===== src/rtl/cache_controller_if.sv =====
// ---------------------------------------------------------------------------
// cache_controller_if : CPU, cache and main-memory buses of the cache controller
// Revision 1.0 - initial release
// ---------------------------------------------------------------------------
`default_nettype none

interface cache_controller_if #(
  parameter int ADDR_W = 16,
  parameter int DATA_W = 16
);
  logic              cpu_req;
  logic              cpu_we;
  logic [ADDR_W-1:0] cpu_addr;
  logic [DATA_W-1:0] cpu_wdata;
  logic [DATA_W-1:0] cpu_rdata;
  logic              cpu_done;
  logic              cpu_busy;

  logic [ADDR_W-1:0] cache_addr;
  logic [DATA_W-1:0] cache_wdata;
  logic              cache_we;
  logic [DATA_W-1:0] cache_rdata;
  logic              cache_hit;

  logic [ADDR_W-1:0] mem_addr;
  logic [DATA_W-1:0] mem_wdata;
  logic              mem_rd_en;
  logic              mem_wr_en;
  logic [DATA_W-1:0] mem_rdata;
  logic              mem_ack;

  // controller side: owns every cache and memory strobe
  modport master (
    input  cpu_req, cpu_we, cpu_addr, cpu_wdata,
    output cpu_rdata, cpu_done, cpu_busy,
    output cache_addr, cache_wdata, cache_we,
    input  cache_rdata, cache_hit,
    output mem_addr, mem_wdata, mem_rd_en, mem_wr_en,
    input  mem_rdata, mem_ack
  );

  modport slave (
    output cpu_req, cpu_we, cpu_addr, cpu_wdata,
    input  cpu_rdata, cpu_done, cpu_busy,
    input  cache_addr, cache_wdata, cache_we,
    output cache_rdata, cache_hit,
    input  mem_addr, mem_wdata, mem_rd_en, mem_wr_en,
    output mem_rdata, mem_ack
  );
endinterface

`default_nettype wire


===== src/rtl/cache_controller.sv =====
// ---------------------------------------------------------------------------
// cache_controller : direct-mapped write-through cache sequencer, read-miss line
//   fill, no write allocate. Optional macro CACHE_PERF_COUNT_EN adds hit/miss counts.
// Revision 1.0 - initial release
// ---------------------------------------------------------------------------
`default_nettype none

module cache_controller #(
  parameter int ADDR_W = 16,
  parameter int DATA_W = 16,
  parameter int OFF_W  = 2
) (
  input  wire logic clk_100,
  input  wire logic rst_n,
`ifdef CACHE_PERF_COUNT_EN
  output logic [15:0] hit_count,
  output logic [15:0] miss_count,
`endif
  cache_controller_if.master bus
);

  localparam logic [2:0] S_IDLE      = 3'd0;
  localparam logic [2:0] S_LOOKUP    = 3'd1;
  localparam logic [2:0] S_CHECK     = 3'd2;
  localparam logic [2:0] S_FILL      = 3'd3;
  localparam logic [2:0] S_FILL_WR   = 3'd4;
  localparam logic [2:0] S_WRITE_MEM = 3'd5;
  localparam logic [2:0] S_RESP      = 3'd6;

  localparam logic [OFF_W-1:0] FILL_LAST = {OFF_W{1'b1}};

  logic [2:0]        state;
  logic [2:0]        next_state;
  logic              req_we;
  logic [ADDR_W-1:0] req_addr;
  logic [DATA_W-1:0] req_wdata;
  logic [OFF_W-1:0]  fill_cnt;
  logic [DATA_W-1:0] fill_data;
  logic [DATA_W-1:0] rdata_q;
  logic [ADDR_W-1:0] fill_addr;

  // line fills always walk the whole line from offset 0
  assign fill_addr = {req_addr[ADDR_W-1:OFF_W], fill_cnt};

  always_ff @(posedge clk_100) begin
    if (!rst_n) state <= S_IDLE;
    else        state <= next_state;
  end

  always_comb begin
    next_state = state;
    case (state)
      S_IDLE:      if (bus.cpu_req) next_state = S_LOOKUP;
      S_LOOKUP:    next_state = S_CHECK;
      S_CHECK: begin
        if (req_we)             next_state = S_WRITE_MEM;
        else if (bus.cache_hit) next_state = S_RESP;
        else                    next_state = S_FILL;
      end
      S_FILL:      if (bus.mem_ack) next_state = S_FILL_WR;
      S_FILL_WR:   next_state = (fill_cnt == FILL_LAST) ? S_LOOKUP : S_FILL;
      S_WRITE_MEM: if (bus.mem_ack) next_state = S_RESP;
      S_RESP:      next_state = S_IDLE;
      default:     next_state = S_IDLE;
    endcase
  end

  always_ff @(posedge clk_100) begin
    if (!rst_n) begin
      req_we    <= 1'b0;
      req_addr  <= '0;
      req_wdata <= '0;
      fill_cnt  <= '0;
      fill_data <= '0;
      rdata_q   <= '0;
    end else begin
      case (state)
        S_IDLE: begin
          if (bus.cpu_req) begin
            req_we    <= bus.cpu_we;
            req_addr  <= bus.cpu_addr;
            req_wdata <= bus.cpu_wdata;
          end
        end
        S_CHECK: begin
          if (!req_we) begin
            if (bus.cache_hit) rdata_q  <= bus.cache_rdata;
            else               fill_cnt <= '0;
          end
        end
        S_FILL:    if (bus.mem_ack) fill_data <= bus.mem_rdata;
        S_FILL_WR: if (fill_cnt != FILL_LAST) fill_cnt <= fill_cnt + 1'b1;
        default: ;
      endcase
    end
  end

`ifdef CACHE_PERF_COUNT_EN
  // marks the CHECK that follows a completed fill so it is not counted
  logic relookup;

  always_ff @(posedge clk_100) begin
    if (!rst_n) begin
      relookup   <= 1'b0;
      hit_count  <= '0;
      miss_count <= '0;
    end else begin
      if (state == S_FILL_WR && fill_cnt == FILL_LAST) relookup <= 1'b1;
      if (state == S_CHECK) begin
        relookup <= 1'b0;
        if (!relookup) begin
          if (bus.cache_hit) begin
            if (hit_count != 16'hFFFF) hit_count <= hit_count + 16'd1;
          end else begin
            if (miss_count != 16'hFFFF) miss_count <= miss_count + 16'd1;
          end
        end
      end
    end
  end
`endif

  always_comb begin
    bus.cpu_rdata   = rdata_q;
    bus.cpu_done    = 1'b0;
    bus.cpu_busy    = (state != S_IDLE);
    bus.cache_addr  = '0;
    bus.cache_wdata = '0;
    bus.cache_we    = 1'b0;
    bus.mem_addr    = '0;
    bus.mem_wdata   = '0;
    bus.mem_rd_en   = 1'b0;
    bus.mem_wr_en   = 1'b0;
    case (state)
      S_LOOKUP: bus.cache_addr = req_addr;
      S_CHECK: begin
        bus.cache_addr = req_addr;
        if (req_we && bus.cache_hit) begin
          bus.cache_we    = 1'b1;
          bus.cache_wdata = req_wdata;
        end
      end
      S_FILL: begin
        bus.mem_addr  = fill_addr;
        bus.mem_rd_en = 1'b1;
      end
      S_FILL_WR: begin
        bus.cache_addr  = fill_addr;
        bus.cache_wdata = fill_data;
        bus.cache_we    = 1'b1;
      end
      S_WRITE_MEM: begin
        bus.mem_addr  = req_addr;
        bus.mem_wdata = req_wdata;
        bus.mem_wr_en = 1'b1;
      end
      S_RESP:  bus.cpu_done = 1'b1;
      default: ;
    endcase
  end

endmodule

`default_nettype wire


===== src/flat_wrapper.sv =====
// flat-port wrapper written by rule: the top's interface ports become plain ports
module cache_controller_flat 
#(
  parameter int ADDR_W = 16,
  parameter int DATA_W = 16,
  parameter int OFF_W  = 2
)
  (clk_100, rst_n, bus_cpu_req, bus_cpu_we, bus_cpu_addr, bus_cpu_wdata, bus_cpu_rdata, bus_cpu_done, bus_cpu_busy, bus_cache_addr, bus_cache_wdata, bus_cache_we, bus_cache_rdata, bus_cache_hit, bus_mem_addr, bus_mem_wdata, bus_mem_rd_en, bus_mem_wr_en, bus_mem_rdata, bus_mem_ack);
  cache_controller_if #(.ADDR_W(ADDR_W), .DATA_W(DATA_W)) bus_i ();
  input  wire logic clk_100;
  input  wire logic rst_n;
  input wire logic [$bits(bus_i.cpu_req)-1:0] bus_cpu_req;
  input wire logic [$bits(bus_i.cpu_we)-1:0] bus_cpu_we;
  input wire logic [$bits(bus_i.cpu_addr)-1:0] bus_cpu_addr;
  input wire logic [$bits(bus_i.cpu_wdata)-1:0] bus_cpu_wdata;
  output wire logic [$bits(bus_i.cpu_rdata)-1:0] bus_cpu_rdata;
  output wire logic [$bits(bus_i.cpu_done)-1:0] bus_cpu_done;
  output wire logic [$bits(bus_i.cpu_busy)-1:0] bus_cpu_busy;
  output wire logic [$bits(bus_i.cache_addr)-1:0] bus_cache_addr;
  output wire logic [$bits(bus_i.cache_wdata)-1:0] bus_cache_wdata;
  output wire logic [$bits(bus_i.cache_we)-1:0] bus_cache_we;
  input wire logic [$bits(bus_i.cache_rdata)-1:0] bus_cache_rdata;
  input wire logic [$bits(bus_i.cache_hit)-1:0] bus_cache_hit;
  output wire logic [$bits(bus_i.mem_addr)-1:0] bus_mem_addr;
  output wire logic [$bits(bus_i.mem_wdata)-1:0] bus_mem_wdata;
  output wire logic [$bits(bus_i.mem_rd_en)-1:0] bus_mem_rd_en;
  output wire logic [$bits(bus_i.mem_wr_en)-1:0] bus_mem_wr_en;
  input wire logic [$bits(bus_i.mem_rdata)-1:0] bus_mem_rdata;
  input wire logic [$bits(bus_i.mem_ack)-1:0] bus_mem_ack;
  assign bus_i.cpu_req = bus_cpu_req;
  assign bus_i.cpu_we = bus_cpu_we;
  assign bus_i.cpu_addr = bus_cpu_addr;
  assign bus_i.cpu_wdata = bus_cpu_wdata;
  assign bus_cpu_rdata = bus_i.cpu_rdata;
  assign bus_cpu_done = bus_i.cpu_done;
  assign bus_cpu_busy = bus_i.cpu_busy;
  assign bus_cache_addr = bus_i.cache_addr;
  assign bus_cache_wdata = bus_i.cache_wdata;
  assign bus_cache_we = bus_i.cache_we;
  assign bus_i.cache_rdata = bus_cache_rdata;
  assign bus_i.cache_hit = bus_cache_hit;
  assign bus_mem_addr = bus_i.mem_addr;
  assign bus_mem_wdata = bus_i.mem_wdata;
  assign bus_mem_rd_en = bus_i.mem_rd_en;
  assign bus_mem_wr_en = bus_i.mem_wr_en;
  assign bus_i.mem_rdata = bus_mem_rdata;
  assign bus_i.mem_ack = bus_mem_ack;
  cache_controller #(.ADDR_W(ADDR_W), .DATA_W(DATA_W), .OFF_W(OFF_W)) u_core (.clk_100(clk_100), .rst_n(rst_n), .bus(bus_i));
endmodule

===== config.mk =====
export PLATFORM = sky130hd
export DESIGN_NAME = cache_controller_flat
export DESIGN_NICKNAME = d
export VERILOG_FILES = /design/src/rtl/cache_controller_if.sv /design/src/rtl/cache_controller.sv /design/src/flat_wrapper.sv
export SDC_FILE = /design/constraint.sdc
export NUM_CORES = 1
export LEC_CHECK = 0
export ABC_CLOCK_PERIOD_IN_PS = 4000
export CORE_MARGIN = 5
export CORE_UTILIZATION = 45
export CTS_CLUSTER_DIAMETER = 50
export DETAILED_ROUTE_END_ITERATION = 16
export HOLD_SLACK_MARGIN = 0.06
export PLACE_DENSITY = 0.85
export SLEW_MARGIN = 40
export SYNTH_ARGS = -nofsm -noshare
export SYNTH_HDL_FRONTEND = slang
export SYNTH_SLANG_ARGS = --single-unit

===== constraint.sdc =====
create_clock -name clk_100 -period 4 [get_ports clk_100]
set_clock_uncertainty 0.15 [all_clocks]
set_input_delay 0.8 -clock clk_100 [delete_from_list [all_inputs] [get_ports clk_100]]
set_output_delay 0.8 -clock clk_100 [all_outputs]
set_load 0.02 [all_outputs]

# Yosys cells after proc, flatten, opt, wreduce, memory -nomap -nowiden
# Index checks and enable logic that the tools add are counted.
dict set report totals {
  out_inout_bits 85
  register_bits 70
  inputBits 70
  word_cells 54
}
dict set report op_classes {
  n_reduce_logical 10
  n_addsub 1
  eq_ne 14
  mux 21
  bitwise 1
}
# cell count
set ops {}
lappend ops {{case mux 16 bit (2 select lines)} 3}
lappend ops {{two-way mux 16 bit} 2}
lappend ops {{case mux 3 bit (6 select lines)} 1}
lappend ops {{two-way mux 3 bit} 5}
lappend ops {{!= test 2 bit, second input constant} 6}
lappend ops {{== test 3 bit, second input constant} 3}
lappend ops {{two-way mux 2 bit} 4}
lappend ops {{== test 3 x 2 -> 1 bit, second input constant} 2}
lappend ops {{AND reduction 3 bit} 2}
lappend ops {{two-way mux 1 bit} 4}
lappend ops {{case mux 2 bit (2 select lines)} 1}
lappend ops {{AND reduction 2 bit} 2}
lappend ops {{AND reduction 4 bit} 1}
lappend ops {{== test 3 x 1 -> 1 bit, second input constant} 1}
lappend ops {{zero test 3 bit} 1}
lappend ops {{nonzero test 3 bit} 1}
lappend ops {{adder 2 x 1 -> 2 bit, second input constant} 1}
lappend ops {{== test 2 bit, second input constant} 1}
lappend ops {{!= test 2 x 1 -> 1 bit, second input constant} 1}
lappend ops {{case mux 1 bit (2 select lines)} 1}
lappend ops {{nonzero test 2 bit} 1}
lappend ops {{OR reduction 2 bit} 1}
lappend ops {{logical AND 1 bit} 1}
lappend ops {{inverter 1 bit} 1}

# Depth between registers and ports, before layout
# Gate-level depths: netlist (run 1).
dict set report depth {
  word_depth 3
  mapped_depth 6
  mapped_depth_nobuf 4
}

# Worst setup path after synthesis (run 1)
# No wires, ideal clock.
dict set report synth_path {
  path_type {input to output}
  startpoint {input bus_cache_hit}
  endpoint {output bus_cache_wdata[0]}
  path_slack_ns 1.579
  required_ns 3.050
  cell_stages 4
  path_buffers 2
  arrival_ns 1.471
  cell_sequence {and4_1 -> buf_6 -> buf_6 -> a22o_1}
}
dict set report synth_via {
  elab_chain_len 3
}
# element line_no
set synth_lines {}
lappend synth_lines {{from (decl)} flat_wrapper.sv:23} ;# input wire logic [$bits(bus_i.cache_hit)-1:0] bus_cache_hit;
lappend synth_lines {{logical AND 1 bit} cache_controller.sv:138} ;# if (req_we && bus.cache_hit) begin
lappend synth_lines {{two-way mux 16 bit} cache_controller.sv:138}
lappend synth_lines {{case mux 16 bit (2 select lines)} cache_controller.sv:134} ;# case (state)
lappend synth_lines {{to (decl)} flat_wrapper.sv:20} ;# output wire logic [$bits(bus_i.cache_wdata)-1:0] bus_cache_wdata;
# No other way between the ends.

# Final worst setup path (run 1)
dict set report layout_path {
  startpoint {register u_core.state[2]}
  endpoint {output bus_cache_addr[10]}
}
dict set report layout_via {
  elab_chain_len 3
  elab_cells_between_ends 5
  cone_classes {3 x eq/ne; 1 x mux; 1 x reduce/logical}
}
# element line_no
set layout_lines {}
lappend layout_lines {{from (decl)} cache_controller.sv:32} ;# logic [2:0] state;
lappend layout_lines {{from (signal assigned)} cache_controller.sv:47} ;# else state <= next_state;
lappend layout_lines {{== test 3 x 1 -> 1 bit / == test 3 x 2 -> 1 bit (equally long branches)} cache_controller.sv:134}
lappend layout_lines {{OR reduction 2 bit (no line)} n/a}
lappend layout_lines {{case mux 16 bit (2 select lines) *} cache_controller.sv:134}
lappend layout_lines {{to (decl)} flat_wrapper.sv:19} ;# output wire logic [$bits(bus_i.cache_addr)-1:0] bus_cache_addr;
# Every way passes the cells marked *; elsewhere a longest branch is shown, timed or not.

==> results.md, run 1 <==
* N_diodes at 0
* Leak Pwr at 1.90 nW
* CP required at 3.05 ns
* Die span in x at 97.4 um
* RSZ-0062 raised after global routing: no
* Vias in the first global route at 3261
* # IOs at 155
* Initial core utilization at 46.9%
* Hold endpoint: u_core.fill_data[10]
* Combinational share of power at 15.6%
* CTS root buf: clkbuf_8
* Drt pass-1 iters at 4
* Final hold violation count at 0
* CP Max Fanout at 20
* Antenna viol nets, final at 0
* Clock slew at reported path FFs at 0.07 ns
* Core ar. at 7330 um2
* Max-slew violation count at 0
* Mean Syn Cell Area at 8.35 um2
* Fill cells at 586
* Final WL at 9710 um
* Cts hold-fix bufs at 0
* Grt total ovfl at 0
* Inserted Clock Buffers at 9
* Cts repair resizes at 0
* P&R area growth vs syn at 48.7%
* Cell Int Power at 1.25 mW
* Fin Setup TNS at 0 ns
* Asr flop ratio synth at 0%
* Reg-to-Reg End: u_core.bus.cpu_rdata[13]
* Hold WS at 0.305 ns
* R2r setup slk at 1.97 ns
* Syn Nets at 483
* Synth Warn # at 0
* Post-synth top flop: dfxtp_1
* Outcome: finished, final reports clean
* Clk buf depth at 2
* PnR Total Power at 1.69 mW
* Fmax at 0.276 GHz
* Mapped Area at 3440 um2
* Nets at 613
* Net Switching at 0.432 mW
* CP endpoint kind: output pin
* Synth unique cells at 43
* Die H at 97.4 um
* Share of cells above drive strength 1 at 6.03%
* Hold Path Origin: u_core.fill_data[10]
* CTS tree: done
* Hold depth at 2
* Worst slew pin tran at 0.785 ns
* Post CTS Setup Buffer Count at 0
* Tcrit/Tclk final at 90.7%
* Num rows at 31
* Gr usage total at 20.1%
* IO Port Bufs at 154
* Global placement routability congestion at 0.748
* DP HPWL at 7020 um
* Crit path DAT at 2.68 ns
* H-Tree Depth at 3
* Vias per inst at 5.08
* Part of the Yosys area used for sequential elements at 40.7%
* Via count at 3279
* Setup CP Type: reg -> out
* Sequential fraction of design power at 45.9%
* Post-synth EDFFs at 0
* R2R depth at 3
* Max_cap viols at 0
* Die Area at 9490 um2
* Sink Count at 70
* Register bit total from synthesis at 70
* WL/cell at 15.0 um
* R2R Path Start: u_core.state[1]
* Worst slew margin at 47.7%
* Clock Latency Late Sink at 0.34 ns
* DRT iter0 DRCs at 190
* Initial antenna violation count at 0
* Cell count after synthesis at 412
* Largest net degree at the start of global routing at 123
* Clock Power Share at 38.5%
* Crit path time final at 3.63 ns
* Worst Hold Class: reg -> reg
* # setup viols final at 0
* Sw Share at 25.6%
* Peak VDD IR at 0.000254 V
* Global-route wire length before repair at 15800 um
* Worst setup SP type: register
* Remaining DRCs at 0
* PD cells at 330 nW/um2
-- routing by layer --
layer	vias up	global-route usage (%)	share of wire, %
met2	112	35.6	50
met1	1496	23.4	43
li1	1660	-	-
met5	-	0	0
met4	0	5.43	1.1
met3	11	6.32	6.4
-- power by group through the flow --
stage | sequential (mW) | combinational (mW) | clock [mW]
after floorplan | 0.772 | 0.165 | 0
after global placement | 0.787 | 0.257 | 0
after detailed placement | 0.790 | 0.263 | 0
after CTS | 0.773 | 0.264 | 0.661
after global routing | 0.781 | 0.286 | 0.693
final | 0.774 | 0.263 | 0.650
-- area by class of cell --
type	instances	area, um2	share of cell area [%]
multi-input cells	301	1760	34.5
repair buffers	158	1590	31.0
flip-flops and latches	70	1400	27.4
clock buffers	11	151	2.96
well taps	99	124	2.42
clock inverters	5	81.3	1.59
inverters	2	7.51	0.147
-- Yosys cell counts (2+ instances only) --
library cell,number,share of area [%]
buf_2,5,0.73
and4b_1,2,0.58
a31oi_1,2,0.36
and3_1,17,3.1
inv_1,2,0.22
and2_1,30,5.5
a21boi_0,6,1.3
nand3_1,35,5.1
dfxtp_1,70,41
a22o_1,21,5.3
buf_6,10,3.3
a21oi_1,2,0.29
nand2_1,98,11
buf_4,6,1.3
clkbuf_1,16,1.7
nor2_1,6,0.65
o21ai_1,19,2.8
a21boi_1,10,2.2
o21ai_0,16,2.3
mux2i_1,16,4.7
-- state kept, by name (all words and copies together), names as in the netlist --
signal	cells
u_core.fill_cnt	2
u_core.bus.cpu_rdata	16
u_core.req_wdata	16
u_core.fill_data	16
u_core.req_we	1
u_core.req_addr	16
u_core.state	3
-- worst max-delay path by stage --
| stage | startpoint | end | slack [ns] |
|---|---|---|---|
| after floorplan | bus_cache_hit | bus_cache_wdata[0] | 1.58 |
| after global routing | u_core.state[2] | bus_cache_addr[10] | 0.22 |
| after detailed placement | bus_cache_hit | bus_cache_wdata[1] | 0.50 |
| final | u_core.state[2] | bus_cache_addr[10] | 0.37 |
| after global placement | bus_cache_hit | bus_cache_wdata[15] | 0.57 |
| after CTS | u_core.state[2] | bus_cache_addr[10] | 0.36 |
-- cells in the final DEF, fill, tap and decap left out, types with 6 or more instances in the layout --
cell type and n:
a21boi_0 6, a21boi_1 10, a22o_1 21, and2_1 30
and3_1 16, clkbuf_8 11, clkdlybuf4s50_1 153, dfxtp_1 69
mux2i_1 16, nand2_1 98, nand3_1 35, nor2_1 6
o21ai_0 16, o21ai_1 19
-- worst max-delay path, cell delays in order, from the launching register on --
cell and delay (ns):
dfxtp_1 0.73, nor3b_2 0.27, buf_4 0.29, o21bai_4 0.25, and2_1 0.18, clkdlybuf4s50_1 0.62
-- through the flow --
| stage | worst slack (ns) | cells | instance area (um2) | util, % |
|---|---|---|---|---|
| after floorplan | 1.58 | 412 | 3440 | - |
| after global placement | 0.574 | 630 | 4880 | 66.5 |
| after detailed placement | 0.504 | 630 | 4880 | 66.6 |
| after CTS | 0.361 | 646 | 5120 | 69.8 |
| after global routing | 0.219 | 646 | 5120 | 69.8 |
| final | 0.370 | 646 | 5120 | 69.8 |
-- kinds of logic (layout without fill, tap and decap cells) --
family | after synthesis | count (layout) | synth area share [%]
AOI/OAI and AO/OA | 81 | 81 | 16.0
xor gates and xnor gates | 2 | 2 | 0.946
adders and majority gates | 1 | 1 | 0.364
buffers and inverters | 41 | 176 | 8.00
DFF | 70 | 70 | 40.7
muxes | 16 | 16 | 4.66
and+or+nand+nor | 201 | 201 | 29.2
No activity file was read; power rests on OpenSTA's default activity.
==> run 2, diff against run 1 <==
Settings changed: CTS_CLUSTER_SIZE set to 8.
==> results of run 2 <==
Same layout as run 1: the final DEF is identical, and so are final timing and power.
==> run 3, diff against run 2 <==
Settings changed: CORE_MARGIN 5 to 2, CORE_UTILIZATION 45 to 32, PLACE_DENSITY 0.85 to 0.63.
==> run 3 against run 2 <==
Combinational power increased by 4%. Non-clock buffer count increased by 2. Core utilization decreased by 20 points. Critical endpoint is now bus_cache_addr[15]. Sequential power decreased by 0.9%. Final cell count increased by 6.0%. Sequential share of layout area decreased by 0.36 points. Largest cell class unchanged. Highest routed layer unchanged. Total power increased by 0.85%. Critical path depth unchanged. Register-to-register slack about the same. Count of clock-buffer cells in the layout unchanged.
==> results.md, run 3 (same netlist as run 1, synthesis figures left out) <==
* Net Switching at 0.443 mW (was 0.432 mW)
* CTS root buf: clkbuf_8 (unchanged)
* Final Non-Filler Cells at 685 (was 646)
* CP Max Fanout at 17 (was 20)
* CP endpoint kind: output pin (unchanged)
* Largest net degree at the start of global routing at 123 (unchanged)
* Die Area at 11600 um2 (was 9490 um2)
* Final WL at 9550 um (was 9710 um)
* PD cells at 328 nW/um2 (was 330 nW/um2)
* Share of cells above drive strength 1 at 6.38% (was 6.03%)
* Fill cells at 1024 (was 586)
* Antenna viol nets, final at 0 (unchanged)
* Sequential fraction of design power at 45.1% (was 45.9%)
* Post-placement cell count at 668 (was 630)
* Crit path DAT at 2.59 ns (was 2.68 ns)
* Outcome: finished, final reports clean (unchanged)
* Worst slew pin tran at 0.707 ns (was 0.785 ns)
* Global placement routability congestion at 0.744 (was 0.748)
* Worst setup SP type: register (unchanged)
* Max_cap viols at 0 (unchanged)
* Global-route wire length before repair at 15100 um (was 15800 um)
* Final hold violation count at 0 (unchanged)
* Tcrit/Tclk final at 88.5% (was 90.7%)
* Die span in x at 108 um (was 97.4 um)
* Critical-path top delay cell: dfxtp_1 (unchanged)
* CP required at 3.05 ns (about the same)
* Initial antenna violation count at 0 (unchanged)
* Pre-CTS WS at 0.527 ns (was 0.504 ns)
* # IOs at 155 (unchanged)
* Sw Share at 26.0% (was 25.6%)
* Fin util at 50.0% (was 69.8%)
* # setup viols final at 0 (unchanged)
* WL/cell at 13.9 um (was 15.0 um)
* Hold WS at 0.304 ns (was 0.305 ns)
* Worst Hold Class: reg -> reg (unchanged)
* Drt pass-1 iters at 4 (unchanged)
* P&R area growth vs syn at 50.6% (was 48.7%)
* Cts repair resizes at 0 (unchanged)
* Vias per inst at 4.77 (was 5.08)
* Post CTS Setup Buffer Count at 0 (unchanged)
* Leak Pwr at 1.91 nW (was 1.90 nW)
* R2r setup slk at 1.98 ns (was 1.97 ns)
* CTS tree: done (unchanged)
* IO Port Bufs at 154 (unchanged)
* Combinational share of power at 16.1% (was 15.6%)
* Fin Setup TNS at 0 ns (unchanged)
* Worst-path cell chain: buf_4 > xnor2_2 > o21bai_4 > and2_1 > clkdlybuf4s50_1 (was nor3b_2 > buf_4 > o21bai_4 > and2_1 > clkdlybuf4s50_1)
* Core ar. at 10400 um2 (was 7330 um2)
* PnR Total Power at 1.70 mW (was 1.69 mW)
* Max-slew violation count at 0 (unchanged)
* Initial core utilization at 33.2% (was 46.9%)
* Critical path's largest stage delay at 0.69 ns (was 0.73 ns)
* Clock Latency Late Sink at 0.33 ns (was 0.34 ns)
* Most frequent cells in the layout: 153 x clkdlybuf4s50_1, 98 x nand2_1, 70 x dfxtp_1 (was 153 x clkdlybuf4s50_1, 98 x nand2_1, 69 x dfxtp_1)
* Clock slew at reported path FFs at 0.08 ns (was 0.07 ns)
* Sink Count at 70 (unchanged)
* N_diodes at 0 (unchanged)
* Cts hold-fix bufs at 0 (unchanged)
* Setup CP Type: reg -> out (unchanged)
* Cell Int Power at 1.26 mW (was 1.25 mW)
* RSZ-0062 raised after global routing: no (unchanged)
* Inserted Clock Buffers at 9 (unchanged)
* Gr usage total at 16.4% (was 20.1%)
* Nets at 615 (was 613)
* Crit path time final at 3.54 ns (was 3.63 ns)
* H-Tree Depth at 3 (unchanged)
* DP HPWL at 6470 um (was 7020 um)
* Most common cell after layout, fill and taps aside: clkdlybuf4s50_1 (unchanged)
* Placed standard-cell area at 4940 um2 (was 4880 um2)
* Worst slew margin at 52.8% (was 47.7%)
* Grt total ovfl at 0 (unchanged)
* Clock Power Share at 38.8% (was 38.5%)
* Vias in the first global route at 3008 (was 3261)
* Remaining DRCs at 0 (unchanged)
* Fmax at 0.282 GHz (was 0.276 GHz)
* Final worst slack at 0.459 ns (was 0.370 ns)
* Final Cell Area at 5180 um2 (was 5120 um2)
* Via count at 3266 (was 3279)
* Peak VDD IR at 0.000205 V (was 0.000254 V)
* Clk buf depth at 2 (unchanged)
* Die H at 108 um (was 97.4 um)
* Num rows at 37 (was 31)
* DRT iter0 DRCs at 146 (was 190)
run 3: changes by cell type in the layout (fill, tap and decap cells not counted):
cell	delta
and3_1	-1
dfxtp_1	+1
buf_4	+2
and3_2	+1
dfxtp_2	-1
buf_6	-1
clkbuf_8	+1
run 3: final timing paths:
check                       from                      end  cells after the start
min reg2reg  u_core.req_addr[10]      u_core.req_addr[10]                      2
max reg2reg      u_core.state[1]  u_core.bus.cpu_rdata[9]                      3
max              u_core.state[0]       bus_cache_addr[15]                      5
min          u_core.req_addr[10]      u_core.req_addr[10]                      2
run 3: layout make-up:
class	count	area, um2	area share [%]
flip-flops and latches	70	1400	27.1
multi-input cells	301	1770	34.1
repair buffers	160	1600	30.9
clock buffers	11	151	2.92
inverters	2	7.51	0.145
clock inverters	5	81.3	1.57
well taps	136	170	3.29
run 3: power by group through the flow:
| stage | registers (mW) | logic (mW) | clock network (mW) |
|---|---|---|---|
| final | 0.767 | 0.273 | 0.660 |
| after global routing | 0.773 | 0.302 | 0.714 |
| after CTS | 0.767 | 0.276 | 0.692 |
| after detailed placement | 0.783 | 0.274 | 0 |
| after global placement | 0.782 | 0.269 | 0 |
| after floorplan | 0.772 | 0.165 | 0 |
run 3: layer usage:
metal / share of wire, % / vias up / routed length [um] / GRT usage, %
met1: 44 / 1493 / 4210 / 20.9
met2: 49 / 103 / 4650 / 27.3
met4: 0.40 / 0 / 38 / 3.75
li1: - / 1666 / - / -
met5: 0 / - / 0 / 0
met3: 6.8 / 4 / 652 / 4.90
run 3: worst max-delay path: cells and delay by family (launching register included):
family	cells	cell delay, ns
buffers and inverters	2	0.93
DFF	1	0.69
AOI/OAI and AO/OA	1	0.32
and+or+nand+nor	1	0.18
xor gates and xnor gates	1	0.13
